--- src/rtl/pipereg_hs.sv ---
// pipereg_hs: DEPTH-stage valid/ready pipeline register. Each stage has a main and a skid entry, so in_ready is registered.
// Optional occupancy counter/port is enabled by defining PIPEREG_OCC_EN.
module pipereg_hs #(
    parameter int WIDTH = 32,
    parameter int DEPTH = 1
`ifdef PIPEREG_OCC_EN
    ,
    parameter int OCC_W = $clog2(2 * DEPTH + 1)
`endif
) (
    input  logic             clk,
    input  logic             clr,
    input  logic             flush,
    input  logic             in_valid,
    output logic             in_ready,
    input  logic [WIDTH-1:0] in_data,
    output logic             out_valid,
    input  logic             out_ready,
    output logic [WIDTH-1:0] out_data
`ifdef PIPEREG_OCC_EN
    ,
    output logic [OCC_W-1:0] occupancy
`endif
);

    typedef enum logic [1:0] {
        ST_EMPTY = 2'd0,
        ST_FULL  = 2'd1,
        ST_SKID  = 2'd2
    } stage_state_e;

    logic [DEPTH-1:0] stage_valid;
    logic [DEPTH-1:0] stage_ready;
    logic [DEPTH-1:0] up_valid;
    logic [DEPTH-1:0] dn_ready;
    logic [DEPTH-1:0] push;
    logic [DEPTH-1:0] pop;
    logic [WIDTH-1:0] up_data    [DEPTH];
    logic [WIDTH-1:0] stage_main [DEPTH];

    genvar gi;
    for (gi = 0; gi < DEPTH; gi++) begin : g_stage
        stage_state_e     state_q;
        logic [WIDTH-1:0] main_q;
        logic [WIDTH-1:0] skid_q;
        logic             ready_q;

        if (gi == 0) begin : g_head
            assign up_valid[gi] = in_valid;
            assign up_data[gi]  = in_data;
        end else begin : g_link
            assign up_valid[gi] = stage_valid[gi-1];
            assign up_data[gi]  = stage_main[gi-1];
        end

        if (gi == DEPTH - 1) begin : g_tail
            assign dn_ready[gi] = out_ready;
        end else begin : g_mid
            assign dn_ready[gi] = stage_ready[gi+1];
        end

        assign stage_valid[gi] = (state_q != ST_EMPTY);
        assign stage_ready[gi] = ready_q;
        assign stage_main[gi]  = main_q;
        assign push[gi]        = up_valid[gi] & ready_q;
        assign pop[gi]         = stage_valid[gi] & dn_ready[gi];

        // ready_q tracks "next state is not SKID" so the producer sees a flop, never a comb path.
        always_ff @(posedge clk) begin
            if (clr) begin
                state_q <= ST_EMPTY;
                main_q  <= '0;
                skid_q  <= '0;
                ready_q <= 1'b1;
            end else if (flush) begin
                state_q <= ST_EMPTY;
                ready_q <= 1'b1;
            end else begin
                unique case (state_q)
                    ST_EMPTY: begin
                        if (push[gi]) begin
                            state_q <= ST_FULL;
                            main_q  <= up_data[gi];
                        end
                    end
                    ST_FULL: begin
                        if (push[gi] && pop[gi]) begin
                            main_q <= up_data[gi];
                        end else if (push[gi]) begin
                            state_q <= ST_SKID;
                            skid_q  <= up_data[gi];
                            ready_q <= 1'b0;
                        end else if (pop[gi]) begin
                            state_q <= ST_EMPTY;
                        end
                    end
                    ST_SKID: begin
                        if (pop[gi]) begin
                            state_q <= ST_FULL;
                            main_q  <= skid_q;
                            ready_q <= 1'b1;
                        end
                    end
                    default: begin
                        state_q <= ST_EMPTY;
                        ready_q <= 1'b1;
                    end
                endcase
            end
        end
    end

    assign in_ready  = stage_ready[0];
    assign out_valid = stage_valid[DEPTH-1];
    assign out_data  = stage_main[DEPTH-1];

`ifdef PIPEREG_OCC_EN
    logic [OCC_W-1:0] occ_q;
    logic [OCC_W-1:0] occ_d;
    logic             in_fire;
    logic             out_fire;

    assign in_fire  = in_valid & in_ready;
    assign out_fire = out_valid & out_ready;

    always_comb begin
        occ_d = occ_q;
        if (in_fire && !out_fire) begin
            occ_d = occ_q + OCC_W'(1);
        end else if (out_fire && !in_fire) begin
            occ_d = occ_q - OCC_W'(1);
        end
    end

    always_ff @(posedge clk) begin
        if (clr || flush) begin
            occ_q <= '0;
        end else begin
            occ_q <= occ_d;
        end
    end

    // The stage chain can never hold more than 2*DEPTH entries.
    always_ff @(posedge clk) begin
        if (!clr) begin
            assert (occ_q <= OCC_W'(2 * DEPTH));
        end
    end

    assign occupancy = occ_q;
`endif

endmodule

--- config.mk ---
export PLATFORM = sky130hd
export DESIGN_NAME = pipereg_hs
export DESIGN_NICKNAME = d
export VERILOG_FILES = /design/src/rtl/pipereg_hs.sv
export SDC_FILE = /design/constraint.sdc
export NUM_CORES = 1
export LEC_CHECK = 0
export BUFFER_PORTS_ARGS = -buffer_cell sky130_fd_sc_hd__buf_2
export CAP_MARGIN = 5
export CORE_MARGIN = 5
export CORE_UTILIZATION = 52
export CTS_CLUSTER_DIAMETER = 80
export DETAILED_ROUTE_END_ITERATION = 16
export GPL_TIMING_DRIVEN = 1
export PLACE_DENSITY = 0.78
export SYNTH_ARGS = -nofsm -noshare
export SYNTH_HDL_FRONTEND = slang
export SYNTH_SLANG_ARGS = --single-unit
--- constraint.sdc ---
create_clock -name clk -period 2.3 [get_ports clk]
set_clock_uncertainty 0.15 [all_clocks]
set_input_delay 0.345 -clock clk [delete_from_list [all_inputs] [get_ports clk]]
set_output_delay 0.345 -clock clk [all_outputs]
set_load 0.02 [all_outputs]
==> results of run 1 <==
-- state kept, by name, indices dropped and copies added, names as in the netlist --
name	cells
in_ready	1
out_data	32
g_stage.skid_q	32
g_stage.state_q	2
-- final cells by class --
| cell class | count | area share (%) |
|---|---|---|
| clock inverter | 2 | 1.02 |
| clock buffer | 14 | 4.46 |
| multi-input combinational | 210 | 39.8 |
| tap | 70 | 2.56 |
| timing repair buffer | 78 | 12.7 |
| inverter | 2 | 0.219 |
| sequential | 67 | 39.2 |
-- worst reg2reg max path, cell delays in order (launching register included) --
cell and delay [ns]:
dfxtp_1 0.42, nand2b_2 0.40, buf_12 0.23, mux2_1 0.34, mux2i_1 0.13, nor2_1 0.06
-- metrics by stage --
stage	instance area, um2	utilization (%)	setup slack [ns]
after global routing	3420	66.2	0.307
final	3420	66.2	0.430
after detailed placement	3230	62.5	0.420
after floorplan	2790	-	0.693
after global placement	3230	62.5	0.466
after CTS	3420	66.2	0.415
-- placed cells by master (no fill, tap or decap), types with 2 or more instances in the layout --
cell,instances
a21oi_1,33
buf_12,2
buf_2,70
buf_4,6
clkbuf_1,4
clkbuf_8,10
dfxtp_1,67
inv_1,2
mux2_1,32
mux2i_1,32
nand2_1,65
nor2_1,33
-- worst max-delay path by stage --
stage / end / cells after the start / slack (ns) / startpoint
floorplan: out_data[0]$_SDFFE_PP0P_ / 6 / 0.69 / g_stage[0].state_q[0]$_SDFFE_PP0P_
global placement: out_data[31]$_SDFFE_PP0P_ / 6 / 0.47 / out_ready
detailed placement: out_data[3]$_SDFFE_PP0P_ / 6 / 0.42 / out_ready
CTS: out_data[3]$_SDFFE_PP0P_ / 5 / 0.42 / g_stage[0].state_q[0]$_SDFFE_PP0P_
global route: out_data[10]$_SDFFE_PP0P_ / 5 / 0.31 / g_stage[0].state_q[0]$_SDFFE_PP0P_
finish: out_data[3]$_SDFFE_PP0P_ / 5 / 0.43 / g_stage[0].state_q[0]$_SDFFE_PP0P_
-- per-layer routing --
| layer | vias to the layer above | GRT usage, % |
|---|---|---|
| li1 | 1136 | - |
| met1 | 1038 | 20.6 |
| met2 | 65 | 30.3 |
| met3 | 10 | 5.45 |
| met4 | 0 | 7.58 |
| met5 | - | 0 |
-- power by group through the flow --
stage / Sequential, mW / Combinational (mW) / Clock [mW]
floorplan: 1.27 / 0.120 / 0
global placement: 1.24 / 0.246 / 0
detailed placement: 1.24 / 0.251 / 0
CTS: 1.21 / 0.253 / 0.973
global route: 1.22 / 0.275 / 1.03
finish: 1.21 / 0.249 / 0.953
-- logic make-up after synthesis --
kind of cell / count (synthesis)
buf+inv: 22
simple gates: 108
compound gates: 37
mux: 64
flops: 67
xor+xnor: 1
==> results.cfg, run 1 <==
[sta]
fin_setup_tns_ns = 0
relSlewSlack_pct = 46.6
finalCritPeriodShare_pct = 81.3
max_freq_ghz = 0.535
tightestPinTransition_ns = 0.802
finalCriticalPeriod_ns = 1.87
finalHoldViolations = 0
setup_viol = 0
grt_setup_unrepaired = false
slew_viol_final = 0
whs_ns = 0.102

[setup_path]
cp_cell_sequence = nand2b_2, buf_12, mux2_1, mux2i_1, nor2_1
cp_max_fo = 21
cp.required_ns = 2.33
cp_slowest_cell = dfxtp_1
critical_path_arrival_ns = 1.90
crit_family = simple AND/OR/NAND/NOR gates
cp-start-kind = flop
crit_type = flop to flop
cp_num_buf_inv = 1
reg2reg_depth = 5
endpoint_kind = flop
r2r_end = out_data[3]$_SDFFE_PP0P_
rr_startpoint = g_stage[0].state_q[0]$_SDFFE_PP0P_
critPathMaxStageDelay_ns = 0.42
rrSetupSlack_ns = 0.43

[synthesis]
synth_most_common_cell = dfxtp_1
async_flop_share_pct = 0
avgSynthCellArea_um2 = 9.32
synth_top_family_by_area = multiplexers
synthTopCellsByCount = 67 x dfxtp_1, 65 x nand2_1, 33 x a21oi_1, 33 x nor2_1
synth_top_area_share_pct = 48.1
synth_area_leaders = dfxtp_1 48%, mux2_1 13%, mux2i_1 11%
synth_compound_area_share_pct = 7.32
ys_ff_latch = 67
synth_edf_count = 0
synth_area_leader_cell = dfxtp_1
syn_nets = 336
seq_area_frac_synth_pct = 48.1
yosys.area_share.simple_pct = 16.1
netlist_instances = 299
ys.flop_type = dfxtp_1
yosys_warnings = 0
synth_cell_types = 24
synth_mux_area_share_pct = 24.4
syn_area_mm2 = 0.00279
yosys.area_share.xor_xnor_pct = 0.314
synth-adder-area-share_pct = 0

[power_and_ir_drop]
p_comb_share_pct = 10.3
vdd_drop_max_uv = 590
p_clk_share_pct = 39.5
internal_power_mw = 1.84
p_leak_nw = 1.57
p_sw_share_pct = 24.0
power_switching_mw = 0.580
pwr-share-seq_pct = 50.2
power_mw = 2.42
power_density_mw_per_mm2 = 706

[route]
detail_route.wl_per_cell_um = 13.5
ant_nets = 0
met1_length_um = 2610
drt-initial-drc-count = 76
routed-wl-met3_um = 330
vias_per_cell = 5.08
drt-total-wl_um = 5970
first_pass_iters = 4
route.top_layer_used = met4
vias = 2249
drc = 0
route.met2.wl_um = 2920

[grt]
grt_usage_pct = 17.8
grt_pass1_wl_um = 10200
grt_start_max_net_pins = 44
grt.overflow.total = 0
grt_pass1_vias = 2196
antenna_found_initial = 0

[clock_network]
hold_buffers = 0
numCtsBuffers = 9
cts.repair.resized = 0
clockRootBuffer = clkbuf_8
htree_levels = 3
cts.path.max_buffers = 2
cts_tree = yes
path_clk_slew_ns = 0.07
clock_sinks = 67
clk_latency_ns = 0.33
post_cts_buffers = 0

[finish]
drive_above_1_share_pct = 25.2
num-fill-cells = 427
nets = 405
finalNonFillerCells = 443
syn_to_final_growth_pct = 22.8
multi_input_area_mm2 = 0.00136
n_antenna_cell = 0
seq_area_mm2 = 0.00134

[hold_path]
whs_endpoint = g_stage[0].skid_q[18]$_SDFFE_PP0P_
hold_path_class = input pin to flop
hp-start = in_data[18]
whs_path_depth = 3

[placed_design]
io_buffers = 70
place_congestion = 0.731
place_inst = 427
hpwlAfterDp_um = 4070

[floorplan]
die_y_um = 83.2
dieArea_mm2 = 0.00692
num_rows = 26
start_util_pct = 53.9
top_level_ports = 71
die_x_um = 83.2
core_mm2 = 0.00517

[run]
drv_cap = 0

[outcome]
status = completed
Note: power is estimated with default switching activity, not from simulation.
==> inputs of run 2 (changes only) <==
--- a/config.mk
+++ b/config.mk
@@ -8,11 +8,11 @@
 export BUFFER_PORTS_ARGS = -buffer_cell sky130_fd_sc_hd__buf_2
 export CAP_MARGIN = 5
 export CORE_MARGIN = 5
-export CORE_UTILIZATION = 52
+export CORE_UTILIZATION = 47
 export CTS_CLUSTER_DIAMETER = 80
 export DETAILED_ROUTE_END_ITERATION = 16
 export GPL_TIMING_DRIVEN = 1
-export PLACE_DENSITY = 0.78
+export PLACE_DENSITY = 0.75
 export SYNTH_ARGS = -nofsm -noshare
 export SYNTH_HDL_FRONTEND = slang
 export SYNTH_SLANG_ARGS = --single-unit
==> constraint.sdc (replaced) <==
create_clock -name clk -period 1.7 [get_ports clk]
set_clock_uncertainty 0.15 [all_clocks]
set_input_delay 0.255 -clock clk [delete_from_list [all_inputs] [get_ports clk]]
set_output_delay 0.255 -clock clk [all_outputs]
set_load 0.02 [all_outputs]
==> run 2 against run 1 <==
Compared with the run above:
- fmax increased by 16%
- routed wire length grew 3.9%
- cell count rose by 2.7%
- critical path depth is the same
- utilization is 5.5 points lower
- global-route usage is 0.32 points lower
- worst hold slack worse by 0.092 ns
- largest cell class unchanged
==> results.cfg, run 2 (same netlist as run 1, synthesis figures left out) <==
[run]
drv_cap = 0

[setup_path]
cp_slowest_cell = dfxtp_2
crit_type = flop to flop
cp-start-kind = flop
crit_family = flip-flops
critPathMaxStageDelay_ns = 0.36
cp.required_ns = 1.76
cp_num_buf_inv = 1
cp_cell_sequence = nor4bb_2, a41oi_4, clkbuf_16, mux2i_1, nor2_1
cp_max_fo = 9
endpoint_kind = flop
critical_path_arrival_ns = 1.67

[finish]
multi_input_area_mm2 = 0.00137
drive_above_1_share_pct = 27.4
n_antenna_cell = 0
seq_area_mm2 = 0.00134
final_cell_mix = 70 x buf_2, 65 x nand2_1, 65 x dfxtp_1
final_util_pct = 60.7
syn_to_final_growth_pct = 27.3
nets = 412
final_common_cell = buf_2
num-fill-cells = 522

[route]
drt-initial-drc-count = 80
vias_per_cell = 4.98
ant_nets = 0
drt-total-wl_um = 6200
vias = 2267
drc = 0
detail_route.wl_per_cell_um = 13.6
first_pass_iters = 4

[power_and_ir_drop]
vdd_drop_max_uv = 535
p_leak_nw = 1.63
power_density_mw_per_mm2 = 916

[placed_design]
hpwlAfterDp_um = 4250
place_congestion = 0.704
io_buffers = 70
place_ws_ns = 0.0164

[outcome]
status = completed

[floorplan]
die_y_um = 87.0
top_level_ports = 71
num_rows = 28
start_util_pct = 47.6
dieArea_mm2 = 0.00757
core_mm2 = 0.00585
die_x_um = 87.0

[sta]
grt_setup_unrepaired = false
finalHoldViolations = 0
finalCriticalPeriod_ns = 1.61
worst_slack_ns = 0.0942
tightestPinTransition_ns = 0.346
setup_viol = 0
finalCritPeriodShare_pct = 94.5
whs_ns = 0.00992
max_freq_ghz = 0.623
relSlewSlack_pct = 76.6
slew_viol_final = 0
fin_setup_tns_ns = 0

[clock_network]
numCtsBuffers = 9
clk_latency_ns = 0.33
clock_sinks = 67
htree_levels = 3
clockRootBuffer = clkbuf_8
cts_tree = yes
cts.path.max_buffers = 2
path_clk_slew_ns = 0.07

[grt]
grt_use_met2_pct = 29.0
antenna_found_initial = 0
grt.overflow.total = 0
grt_pass1_vias = 2263
grt_start_max_net_pins = 34
grt_busiest_layer = met2
use_met1_pct = 21.5
grt_pass1_wl_um = 10400
met3_usage_pct = 4.35
grt_usage_pct = 17.5

[hold_path]
hold_path_class = input pin to flop
run 2: changes by cell type in the layout (fill, tap and decap cells not counted), moves of 2 or more:
cell,change
dlygate4sd3_1,+2
clkbuf_1,-2
dfxtp_1,-2
dfxtp_2,+2
clkbuf_8,+3
buf_6,+2
buf_12,+2
run 2: path summary, 6_finish.rpt:
path | start | end | slack, ns | cells after the start
setup / recovery | g_stage[0].state_q[1]$_SDFFE_PP0P_ | out_data[4]$_SDFFE_PP0P_ | 0.09 | 5
hold / removal | in_data[16] | g_stage[0].skid_q[16]$_SDFFE_PP0P_ | 0.01 | 3
setup reg to reg | g_stage[0].state_q[1]$_SDFFE_PP0P_ | out_data[4]$_SDFFE_PP0P_ | 0.09 | 5
hold reg to reg | g_stage[0].skid_q[22]$_SDFFE_PP0P_ | g_stage[0].skid_q[22]$_SDFFE_PP0P_ | 0.30 | 2
run 2: through the flow:
| stage | area [um2] | cells | power, mW |
|---|---|---|---|
| 5_1_grt | 3550 | 455 | 3.40 |
| 2_1_floorplan | 2790 | 299 | 1.88 |
| 3_5_place_dp | 3300 | 436 | 2.03 |
| 4_1_cts | 3510 | 454 | 3.28 |
| 3_3_place_gp | 3300 | 436 | 2.02 |
| 6_report | 3550 | 455 | 3.25 |
run 2: power by group:
part / internal (mW) / switching, mW / total [mW]
combinational: 0.167 / 0.195 / 0.362
clock: 0.689 / 0.558 / 1.25
sequential: 1.62 / 0.0236 / 1.64
run 2: worst reg2reg max path, stage by stage (launching register included):
cell and delay (ns):
dfxtp_2 0.36, nor4bb_2 0.19, a41oi_4 0.31, clkbuf_16 0.24, mux2i_1 0.18, nor2_1 0.05
run 2: cell type report:
| class | instances | share of cell area, % |
|---|---|---|
| clock inverters | 1 | 0.141 |
| well taps | 75 | 2.64 |
| multi-input cells | 210 | 38.6 |
| flip-flops and latches | 67 | 37.9 |
| repair buffers | 85 | 15.3 |
| inverters | 2 | 0.212 |
| clock buffers | 15 | 5.25 |
run 2: routing by layer:
metal	vias up	share of wire [%]	routed length (um)
li1	1154	-	-
met1	1056	46	2850
met2	49	47	2920
met3	8	5.4	332
met4	0	1.6	97
met5	-	0	0
run 2: repair_timing:
item | CTS | global route
endpoints found under the hold margin | 2 | 0
setup endpoints to repair | 0 | 62
buffers inserted | 0 | 0
hold buffers | 2 | 0
resized for setup | 0 | 5
